**config.mk**
```make
export PLATFORM = sky130hd
export DESIGN_NAME = free_list_flat
export DESIGN_NICKNAME = d
export VERILOG_FILES = /design/src/rtl/free_list_if.sv /design/src/rtl/free_list.sv /design/src/flat_wrapper.sv
export SDC_FILE = /design/constraint.sdc
export NUM_CORES = 2
export LEC_CHECK = 0
export ABC_AREA = 1
export CAP_MARGIN = 15
export CORE_MARGIN = 2
export CORE_UTILIZATION = 55
export DETAILED_ROUTE_END_ITERATION = 10
export DONT_BUFFER_PORTS = 1
export PLACE_DENSITY = 0.7
export SYNTH_ARGS = -nofsm -noshare
export SYNTH_HDL_FRONTEND = slang
export SYNTH_SLANG_ARGS = --single-unit
```
**constraint.sdc**
```tcl
create_clock -name clk -period 36.6 [get_ports clk]
set_input_delay 3.66 -clock clk [delete_from_list [all_inputs] [get_ports clk]]
set_output_delay 3.66 -clock clk [all_outputs]
set_load 0.01 [all_outputs]
```
**src/rtl/free_list_if.sv**
```systemverilog
// Rename/commit-side handshake bundle for the physical-register free list.
// The master drives requests; the slave (the free list) drives grant, count and error.
interface free_list_if #(
    parameter int unsigned PREG_W = 7,
    parameter int unsigned ROB_W  = 5,
    parameter int unsigned CNT_W  = 7
);
    logic              flush_i;
    logic              recover_i;
    logic [ROB_W-1:0]  recover_tag_i;
    logic              checkpoint_take_i;
    logic [ROB_W-1:0]  checkpoint_tag_i;
    logic              alloc_req_i;
    logic              alloc_valid_o;
    logic [PREG_W-1:0] alloc_preg_o;
    logic              free_req_i;
    logic [PREG_W-1:0] free_preg_i;
    logic [CNT_W-1:0]  count_o;
    logic              err_o;

    modport master (
        output flush_i, recover_i, recover_tag_i, checkpoint_take_i, checkpoint_tag_i,
        output alloc_req_i, free_req_i, free_preg_i,
        input  alloc_valid_o, alloc_preg_o, count_o, err_o
    );

    modport slave (
        input  flush_i, recover_i, recover_tag_i, checkpoint_take_i, checkpoint_tag_i,
        input  alloc_req_i, free_req_i, free_preg_i,
        output alloc_valid_o, alloc_preg_o, count_o, err_o
    );
endinterface

```
**src/rtl/free_list.sv**
```systemverilog
// Circular free physical-register list with per-checkpoint head snapshots, so branch
// recovery and flush restore in-flight pregs by pointer moves alone.
module free_list #(
    parameter int unsigned NUM_PREGS = 128,
    parameter int unsigned NUM_AREGS = 32,
    parameter int unsigned CKPT_N    = 32
) (
    input logic       clk,
    input logic       rst,
    free_list_if.slave bus
);
    localparam int unsigned DEPTH  = NUM_PREGS - NUM_AREGS;
    localparam int unsigned PREG_W = $clog2(NUM_PREGS);
    localparam int unsigned IDX_W  = $clog2(DEPTH);
    localparam int unsigned CNT_W  = $clog2(DEPTH + 1);

    typedef struct packed {
        logic             lap;
        logic [IDX_W-1:0] idx;
    } ptr_t;

    function automatic ptr_t ptr_inc(input ptr_t p);
        ptr_t r;
        if (p.idx == IDX_W'(DEPTH - 1)) begin
            r.idx = '0;
            r.lap = ~p.lap;
        end else begin
            r.idx = p.idx + IDX_W'(1);
            r.lap = p.lap;
        end
        return r;
    endfunction

    logic [PREG_W-1:0] ring_q [DEPTH];
    ptr_t              ckpt_q [CKPT_N];
    ptr_t              head_q, head_d;
    ptr_t              tail_q, tail_d;
    logic              err_q, err_d;
    logic [CNT_W-1:0]  count;
    logic              empty, full;
    logic              alloc_fire, free_fire, ckpt_we;

    // Distance tail - head over the 2*DEPTH lap space.
    always_comb begin
        if (head_q.lap == tail_q.lap) begin
            count = CNT_W'(tail_q.idx) - CNT_W'(head_q.idx);
        end else begin
            count = CNT_W'(DEPTH) - CNT_W'(head_q.idx) + CNT_W'(tail_q.idx);
        end
    end

    assign empty      = (count == '0);
    assign full       = (count == CNT_W'(DEPTH));
    assign alloc_fire = bus.alloc_req_i && !empty;
    assign free_fire  = bus.free_req_i && (bus.free_preg_i != '0) && !full;
    assign ckpt_we    = bus.checkpoint_take_i && !bus.recover_i && !bus.flush_i;

    assign bus.alloc_valid_o = !empty;
    assign bus.alloc_preg_o  = empty ? '0 : ring_q[head_q.idx];
    assign bus.count_o       = count;
    assign bus.err_o         = err_q;

    always_comb begin
        head_d = head_q;
        tail_d = tail_q;
        err_d  = err_q;
        if (free_fire) begin
            tail_d = ptr_inc(tail_q);
        end
        if (bus.free_req_i && (bus.free_preg_i != '0) && full) begin
            err_d = 1'b1;
        end
        if (bus.recover_i) begin
            head_d = ckpt_q[bus.recover_tag_i];
        end else if (bus.flush_i) begin
            // Head sits one full lap behind tail: every ring slot is free again.
            head_d = '{lap: ~tail_d.lap, idx: tail_d.idx};
        end else if (alloc_fire) begin
            head_d = ptr_inc(head_q);
        end
    end

    always_ff @(posedge clk or posedge rst) begin
        if (rst) begin
            head_q <= '{lap: 1'b0, idx: '0};
            tail_q <= '{lap: 1'b1, idx: '0};
            err_q  <= 1'b0;
            for (int unsigned i = 0; i < DEPTH; i++) begin
                ring_q[i] <= PREG_W'(NUM_AREGS + i);
            end
            for (int unsigned i = 0; i < CKPT_N; i++) begin
                ckpt_q[i] <= '0;
            end
        end else begin
            head_q <= head_d;
            tail_q <= tail_d;
            err_q  <= err_d;
            if (free_fire) begin
                ring_q[tail_q.idx] <= bus.free_preg_i;
            end
            if (ckpt_we) begin
                ckpt_q[bus.checkpoint_tag_i] <= head_d;
            end
        end
    end
endmodule

```
**src/flat_wrapper.sv**
```systemverilog
// flat-port wrapper written by rule: the top's interface ports become plain ports
module free_list_flat 
#(
    parameter int unsigned NUM_PREGS = 128,
    parameter int unsigned NUM_AREGS = 32,
    parameter int unsigned CKPT_N    = 32
)
  (clk, rst, bus_flush_i, bus_recover_i, bus_recover_tag_i, bus_checkpoint_take_i, bus_checkpoint_tag_i, bus_alloc_req_i, bus_free_req_i, bus_free_preg_i, bus_alloc_valid_o, bus_alloc_preg_o, bus_count_o, bus_err_o);
  free_list_if bus_i ();
  input logic clk;
  input logic rst;
  input wire logic [$bits(bus_i.flush_i)-1:0] bus_flush_i;
  input wire logic [$bits(bus_i.recover_i)-1:0] bus_recover_i;
  input wire logic [$bits(bus_i.recover_tag_i)-1:0] bus_recover_tag_i;
  input wire logic [$bits(bus_i.checkpoint_take_i)-1:0] bus_checkpoint_take_i;
  input wire logic [$bits(bus_i.checkpoint_tag_i)-1:0] bus_checkpoint_tag_i;
  input wire logic [$bits(bus_i.alloc_req_i)-1:0] bus_alloc_req_i;
  input wire logic [$bits(bus_i.free_req_i)-1:0] bus_free_req_i;
  input wire logic [$bits(bus_i.free_preg_i)-1:0] bus_free_preg_i;
  output wire logic [$bits(bus_i.alloc_valid_o)-1:0] bus_alloc_valid_o;
  output wire logic [$bits(bus_i.alloc_preg_o)-1:0] bus_alloc_preg_o;
  output wire logic [$bits(bus_i.count_o)-1:0] bus_count_o;
  output wire logic [$bits(bus_i.err_o)-1:0] bus_err_o;
  assign bus_i.flush_i = bus_flush_i;
  assign bus_i.recover_i = bus_recover_i;
  assign bus_i.recover_tag_i = bus_recover_tag_i;
  assign bus_i.checkpoint_take_i = bus_checkpoint_take_i;
  assign bus_i.checkpoint_tag_i = bus_checkpoint_tag_i;
  assign bus_i.alloc_req_i = bus_alloc_req_i;
  assign bus_i.free_req_i = bus_free_req_i;
  assign bus_i.free_preg_i = bus_free_preg_i;
  assign bus_alloc_valid_o = bus_i.alloc_valid_o;
  assign bus_alloc_preg_o = bus_i.alloc_preg_o;
  assign bus_count_o = bus_i.count_o;
  assign bus_err_o = bus_i.err_o;
  free_list #(.NUM_PREGS(NUM_PREGS), .NUM_AREGS(NUM_AREGS), .CKPT_N(CKPT_N)) u_core (.clk(clk), .rst(rst), .bus(bus_i));
endmodule
```
==> flow_summary.html <==
<table>
<tr><th>Metric</th><th>Value</th></tr>
<tr><th colspan="2">GRT</th></tr>
<tr><td>GR Util All Layers</td><td>31.3%</td></tr>
<tr><td>GRT Residual Overflow</td><td>0</td></tr>
<tr><td>Global-route wire length before repair</td><td>210000 um</td></tr>
<tr><td>Number of antenna violations at the first check in global routing</td><td>4</td></tr>
<tr><td>Pin count of the biggest net entering global routing</td><td>197</td></tr>
<tr><td>Via count of the first global-routing pass</td><td>36.2k</td></tr>
<tr><th colspan="2">Clock tree</th></tr>
<tr><td>Post-cts gate resize count</td><td>0</td></tr>
<tr><td>H-tree level count</td><td>3</td></tr>
<tr><td>Clk sinks</td><td>945</td></tr>
<tr><td>Number of buffers inserted during clock tree synthesis</td><td>99</td></tr>
<tr><td>CTS clock-pin slew for the worst setup and hold paths</td><td>0.06 ns</td></tr>
<tr><td>Cts-stage hold buffer count</td><td>0</td></tr>
<tr><td>Root buf cell</td><td>sky130_fd_sc_hd__clkbuf_16</td></tr>
<tr><td>Number of buffers inserted to repair setup after CTS</td><td>0</td></tr>
<tr><td>Longest Clk Path Bufs</td><td>3</td></tr>
<tr><td>Clock tree from TritonCTS</td><td>built</td></tr>
<tr><td>Later-pin clock latency in the skew report</td><td>0.69 ns</td></tr>
<tr><th colspan="2">Timing</th></tr>
<tr><td>Pin slew with the least headroom to its limit</td><td>1.21 ns</td></tr>
<tr><td>Sum Neg Setup Slack</td><td>0 ns</td></tr>
<tr><td>Final setup slack of the worst path</td><td>27.89 ns</td></tr>
<tr><td>Layout Skew</td><td>0.0375 ns</td></tr>
<tr><td>Final Max Tran Viols</td><td>0</td></tr>
<tr><td>Maximum clock rate</td><td>115 MHz</td></tr>
<tr><td>Number of setup violations in the final report</td><td>0</td></tr>
<tr><td>RSZ-0062 raised after global routing</td><td>false</td></tr>
<tr><td>Final Cycle Share</td><td>23.8%</td></tr>
<tr><td>Relative max-transition margin</td><td>18.4%</td></tr>
<tr><td>Final critical delay including setup and external delays</td><td>8.71 ns</td></tr>
<tr><td>Final hold violation count</td><td>0</td></tr>
<tr><th colspan="2">Final layout</th></tr>
<tr><td>Area grow syn2layout</td><td>7.02%</td></tr>
<tr><td>NumNets Final</td><td>5245</td></tr>
<tr><td>Filler Cells Inserted</td><td>7268</td></tr>
<tr><td>Share of cells above drive strength 1</td><td>13.6%</td></tr>
<tr><td>Final antenna diode count</td><td>0</td></tr>
<tr><td>Final Core Density</td><td>59.3%</td></tr>
<tr><th colspan="2">Placement</th></tr>
<tr><td>Final weighted congestion in routability-driven placement</td><td>0.882</td></tr>
<tr><td>Detailed placer's ending HPWL</td><td>79100 um</td></tr>
<tr><td>Number of port buffers</td><td>0</td></tr>
<tr><td>Worst Setup Slack post-DPL</td><td>28.71 ns</td></tr>
<tr><th colspan="2">Setup path</th></tr>
<tr><td>Cell at the slowest stage of the critical path</td><td>sky130_fd_sc_hd__inv_1</td></tr>
<tr><td>Crit path capture type</td><td>primary output</td></tr>
<tr><td>Critical-path maximum fanout</td><td>26</td></tr>
<tr><td>Crit-path leading delay family</td><td>buffers and inverters</td></tr>
<tr><td>Startpoint of the worst register-to-register path</td><td>u_core.head_q[4]</td></tr>
<tr><td>Crit path to</td><td>bus_alloc_preg_o[1]</td></tr>
<tr><td>FF-to-FF End</td><td>u_core.ring_q[467]</td></tr>
<tr><td>Critical Path Stages</td><td>13</td></tr>
<tr><td>Slack of the worst reg-to-reg path</td><td>31.25 ns</td></tr>
<tr><td>Startpoint class of the critical path</td><td>flop</td></tr>
<tr><td>Reg2reg path depth</td><td>15</td></tr>
<tr><td>Critical path, cell by cell</td><td>buf_4 -&gt; inv_1 -&gt; ha_1 -&gt; fa_1 -&gt; nor2_1 -&gt; nand4_1 -&gt; nand2_1 -&gt; nand2_1 -&gt; nand3_1 -&gt; nand2_1 -&gt; nand3_1 -&gt; inv_1 -&gt; a21oi_1</td></tr>
<tr><td>Worst path max stage delay</td><td>0.87 ns</td></tr>
<tr><td>CP Class</td><td>reg2out</td></tr>
<tr><td>Worst Path Required</td><td>32.94 ns</td></tr>
<tr><td>Arr. time, crit path</td><td>5.05 ns</td></tr>
<tr><td>Most frequent cell on the critical path</td><td>sky130_fd_sc_hd__nand2_1</td></tr>
<tr><td>Critical path launch point</td><td>u_core.head_q[4]</td></tr>
<tr><td>Count of buffer and inverter cells on the critical path</td><td>3</td></tr>
<tr><th colspan="2">Synthesis</th></tr>
<tr><td>Post-Synthesis Net Count</td><td>5492</td></tr>
<tr><td>Post-synth EDFFs</td><td>0</td></tr>
<tr><td>Synthesized cell area</td><td>45400 um2</td></tr>
<tr><td>Xor-xnor portion of the synthesized cell area</td><td>0.0579%</td></tr>
<tr><td>Netlist cell types</td><td>49</td></tr>
<tr><td>Area fraction in and, or, nand and nor cells after synthesis</td><td>22.6%</td></tr>
<tr><td>Post-synthesis sequential area ratio</td><td>53.2%</td></tr>
<tr><td>Most used DFF post-synth</td><td>sky130_fd_sc_hd__dfrtp_1</td></tr>
<tr><td>Count of mapped cells out of synthesis</td><td>5450</td></tr>
<tr><td>Per-instance average area after synthesis</td><td>8.32 um2</td></tr>
<tr><td>Largest family of logic cells by synthesized area</td><td>simple AND/OR/NAND/NOR gates</td></tr>
<tr><td>Compound-gate portion of the synthesized area</td><td>18.1%</td></tr>
<tr><td>Number of storage elements in the synthesis netlist</td><td>945</td></tr>
<tr><td>Async set-reset flop share out of synthesis</td><td>100%</td></tr>
<tr><td>Share of synthesized area spent on multiplexers</td><td>0%</td></tr>
<tr><td>Share of synthesized cell area in full adder, half adder and majority cells</td><td>0.563%</td></tr>
<tr><td>Synthesis warning total</td><td>0</td></tr>
<tr><th colspan="2">Detailed routing</th></tr>
<tr><td>Detailed-route wire length</td><td>133000 um</td></tr>
<tr><td>Vias post-DR</td><td>38.3k</td></tr>
<tr><td>Number of search-and-repair iterations in the first detailed-routing pass</td><td>6</td></tr>
<tr><td>Sum of routed wire segments on met1</td><td>57700 um</td></tr>
<tr><td>Routed WL per cell</td><td>20.9 um</td></tr>
<tr><td>Average via count per standard cell</td><td>6.03</td></tr>
<tr><td>Detail Route Antenna Nets</td><td>0</td></tr>
<tr><td>DR iter-0 viols</td><td>3932</td></tr>
<tr><td>Residual DRC</td><td>0</td></tr>
<tr><td>Total met3 wirelength after detailed routing</td><td>12400 um</td></tr>
<tr><td>Detail Route met2 WL</td><td>58300 um</td></tr>
<tr><td>Max layer used</td><td>met5</td></tr>
<tr><th colspan="2">Status</th></tr>
<tr><td>Outcome</td><td>completed</td></tr>
<tr><th colspan="2">Floorplan</th></tr>
<tr><td>Die area</td><td>84800 um2</td></tr>
<tr><td>Placeable core area</td><td>81800 um2</td></tr>
<tr><td>Count of boundary I/O pins</td><td>40</td></tr>
<tr><td>Height of the die</td><td>291 um</td></tr>
<tr><td>Die X-Extent</td><td>291 um</td></tr>
<tr><td>Effective utilization at floorplan</td><td>55.4%</td></tr>
<tr><td>Cell row count</td><td>105</td></tr>
<tr><th colspan="2">Power</th></tr>
<tr><td>Clock network power share</td><td>36.2%</td></tr>
<tr><td>Comb pwr share</td><td>21.0%</td></tr>
<tr><td>Worst VDD drop</td><td>0.0000487 V</td></tr>
<tr><td>Total power</td><td>2.92 mW</td></tr>
<tr><td>Areal power density over the cells</td><td>60.2 nW/um2</td></tr>
<tr><td>LEAKAGE</td><td>21.3 nW</td></tr>
<tr><td>Sw frac</td><td>32.2%</td></tr>
<tr><td>Sequential group share of total power</td><td>42.8%</td></tr>
<tr><td>Total net switching power</td><td>0.942 mW</td></tr>
<tr><td>Total internal power</td><td>1.98 mW</td></tr>
<tr><th colspan="2">Flow run</th></tr>
<tr><td>Max-capacitance violation count</td><td>0</td></tr>
<tr><th colspan="2">Min path</th></tr>
<tr><td>Class of the worst hold path</td><td>reg2reg</td></tr>
</table>
-- layout make-up --
cell class / count / area (um2) / area share [%]
clock inverter: 35 / 469 / 0.967
multi-input combinational: 3989 / 18800 / 38.6
inverter: 108 / 439 / 0.905
tap: 1070 / 1340 / 2.76
timing repair buffer: 60 / 463 / 0.954
clock buffer: 152 / 2950 / 6.08
sequential: 945 / 24100 / 49.7
-- layout by cell type (no fill, tap or decap), types with 22 or more instances in the layout --
cell,synthesis,layout
sky130_fd_sc_hd__a21oi_1,175,175
sky130_fd_sc_hd__a221oi_1,43,43
sky130_fd_sc_hd__a22o_1,28,28
sky130_fd_sc_hd__buf_4,12,59
sky130_fd_sc_hd__clkbuf_1,258,28
sky130_fd_sc_hd__clkbuf_16,0,101
sky130_fd_sc_hd__clkbuf_8,0,23
sky130_fd_sc_hd__clkinv_2,0,25
sky130_fd_sc_hd__dfrtp_1,576,572
sky130_fd_sc_hd__dfstp_2,369,369
sky130_fd_sc_hd__inv_1,96,86
sky130_fd_sc_hd__nand2_1,1838,1838
sky130_fd_sc_hd__nand2_2,42,42
sky130_fd_sc_hd__nand2_4,44,44
sky130_fd_sc_hd__nand3_1,151,151
sky130_fd_sc_hd__nor2_1,370,370
sky130_fd_sc_hd__nor3_1,22,22
sky130_fd_sc_hd__o21ai_0,634,634
sky130_fd_sc_hd__o21ai_1,398,398
sky130_fd_sc_hd__o221ai_1,96,96
sky130_fd_sc_hd__o22ai_1,62,62
-- kinds of logic after synthesis --
group,after synthesis
AO/OA/AOI/OAI,1470
XOR/XNOR,3
adder cells (fa/ha/maj),18
buffers and inverters,516
flip-flops,945
AND/OR/NAND/NOR,2498
-- worst min path at each step --
stage,start,to,slack (ns),cells after the start
final,u_core.ring_q[92],u_core.ring_q[92],0.47,2
after floorplan,u_core.ckpt_q[14],u_core.ckpt_q[14],0.44,2
after CTS,u_core.ring_q[157],u_core.ring_q[157],0.47,2
after global placement,u_core.ckpt_q[118],u_core.ckpt_q[118],0.46,2
after detailed placement,u_core.ckpt_q[49],u_core.ckpt_q[49],0.46,2
after global routing,u_core.ring_q[381],u_core.ring_q[381],0.48,2
-- power groups by stage --
stage,logic (mW),registers (mW),clock network (mW)
3_3_place_gp,0.596,1.26,0
3_5_place_dp,0.603,1.26,0
4_1_cts,0.606,1.25,1.07
2_1_floorplan,0.452,1.23,0
5_1_grt,0.678,1.26,1.11
6_report,0.615,1.25,1.06
-- registers in the layout, indices dropped and copies added (netlist names) --
signal and flops:
u_core.ring_q 672, u_core.bus.err_o 1, u_core.ckpt_q 256, u_core.head_q 8, u_core.tail_q 8
-- metal layers --
layer | vias up | global-route usage, %
met5 | - | 0
met4 | 8 | 10.4
met3 | 295 | 7.10
met2 | 1680 | 46.8
met1 | 18600 | 45.1
li1 | 17700 | -
-- per-stage QoR --
| step | cells | hold slack, ns | instance area [um2] |
|---|---|---|---|
| 2_1_floorplan | 5450 | 0.444 | 45400 |
| 3_3_place_gp | 6172 | 0.457 | 45100 |
| 3_5_place_dp | 6172 | 0.459 | 45100 |
| 4_1_cts | 6359 | 0.473 | 48500 |
| 5_1_grt | 6359 | 0.481 | 48500 |
| 6_report | 6359 | 0.471 | 48500 |
-- worst reg2reg max path, stage by stage (launching register included) --
cell	delay, ns
sky130_fd_sc_hd__dfrtp_1	0.36
sky130_fd_sc_hd__buf_4	0.24
sky130_fd_sc_hd__inv_1	0.87
sky130_fd_sc_hd__ha_1	0.37
sky130_fd_sc_hd__fa_1	0.47
sky130_fd_sc_hd__nor2_1	0.17
sky130_fd_sc_hd__nand4_1	0.19
sky130_fd_sc_hd__nand2_1	0.13
sky130_fd_sc_hd__nand2_1	0.05
sky130_fd_sc_hd__nand3_1	0.07
sky130_fd_sc_hd__nand2_2	0.12
sky130_fd_sc_hd__nand3_4	0.18
sky130_fd_sc_hd__nand2_8	0.18
sky130_fd_sc_hd__nor2_4	0.89
sky130_fd_sc_hd__nand2_1	0.59
sky130_fd_sc_hd__o21ai_0	0.34
-- cell usage after synthesis, types with 12 or more instances --
cell type,count,area [um2]
sky130_fd_sc_hd__o21ai_1,398,1990
sky130_fd_sc_hd__nand2_4,44,495
sky130_fd_sc_hd__buf_1,18,67.6
sky130_fd_sc_hd__inv_1,96,360
sky130_fd_sc_hd__o22ai_1,62,388
sky130_fd_sc_hd__nand3_1,151,756
sky130_fd_sc_hd__a21oi_1,175,876
sky130_fd_sc_hd__o221ai_1,96,841
sky130_fd_sc_hd__nand2_1,1838,6900
sky130_fd_sc_hd__buf_4,12,90.1
sky130_fd_sc_hd__ha_1,14,175
sky130_fd_sc_hd__a32o_1,18,180
sky130_fd_sc_hd__a22o_1,28,245
sky130_fd_sc_hd__o21ai_0,634,3170
sky130_fd_sc_hd__buf_2,68,340
sky130_fd_sc_hd__clkbuf_1,258,968
sky130_fd_sc_hd__buf_6,48,541
sky130_fd_sc_hd__dfrtp_1,576,14400
sky130_fd_sc_hd__nor3_1,22,110
sky130_fd_sc_hd__dfstp_2,369,9700
sky130_fd_sc_hd__a221oi_1,43,377
sky130_fd_sc_hd__nand2_2,42,263
sky130_fd_sc_hd__nor2_1,370,1390
Note: power is estimated with default switching activity, not from simulation.
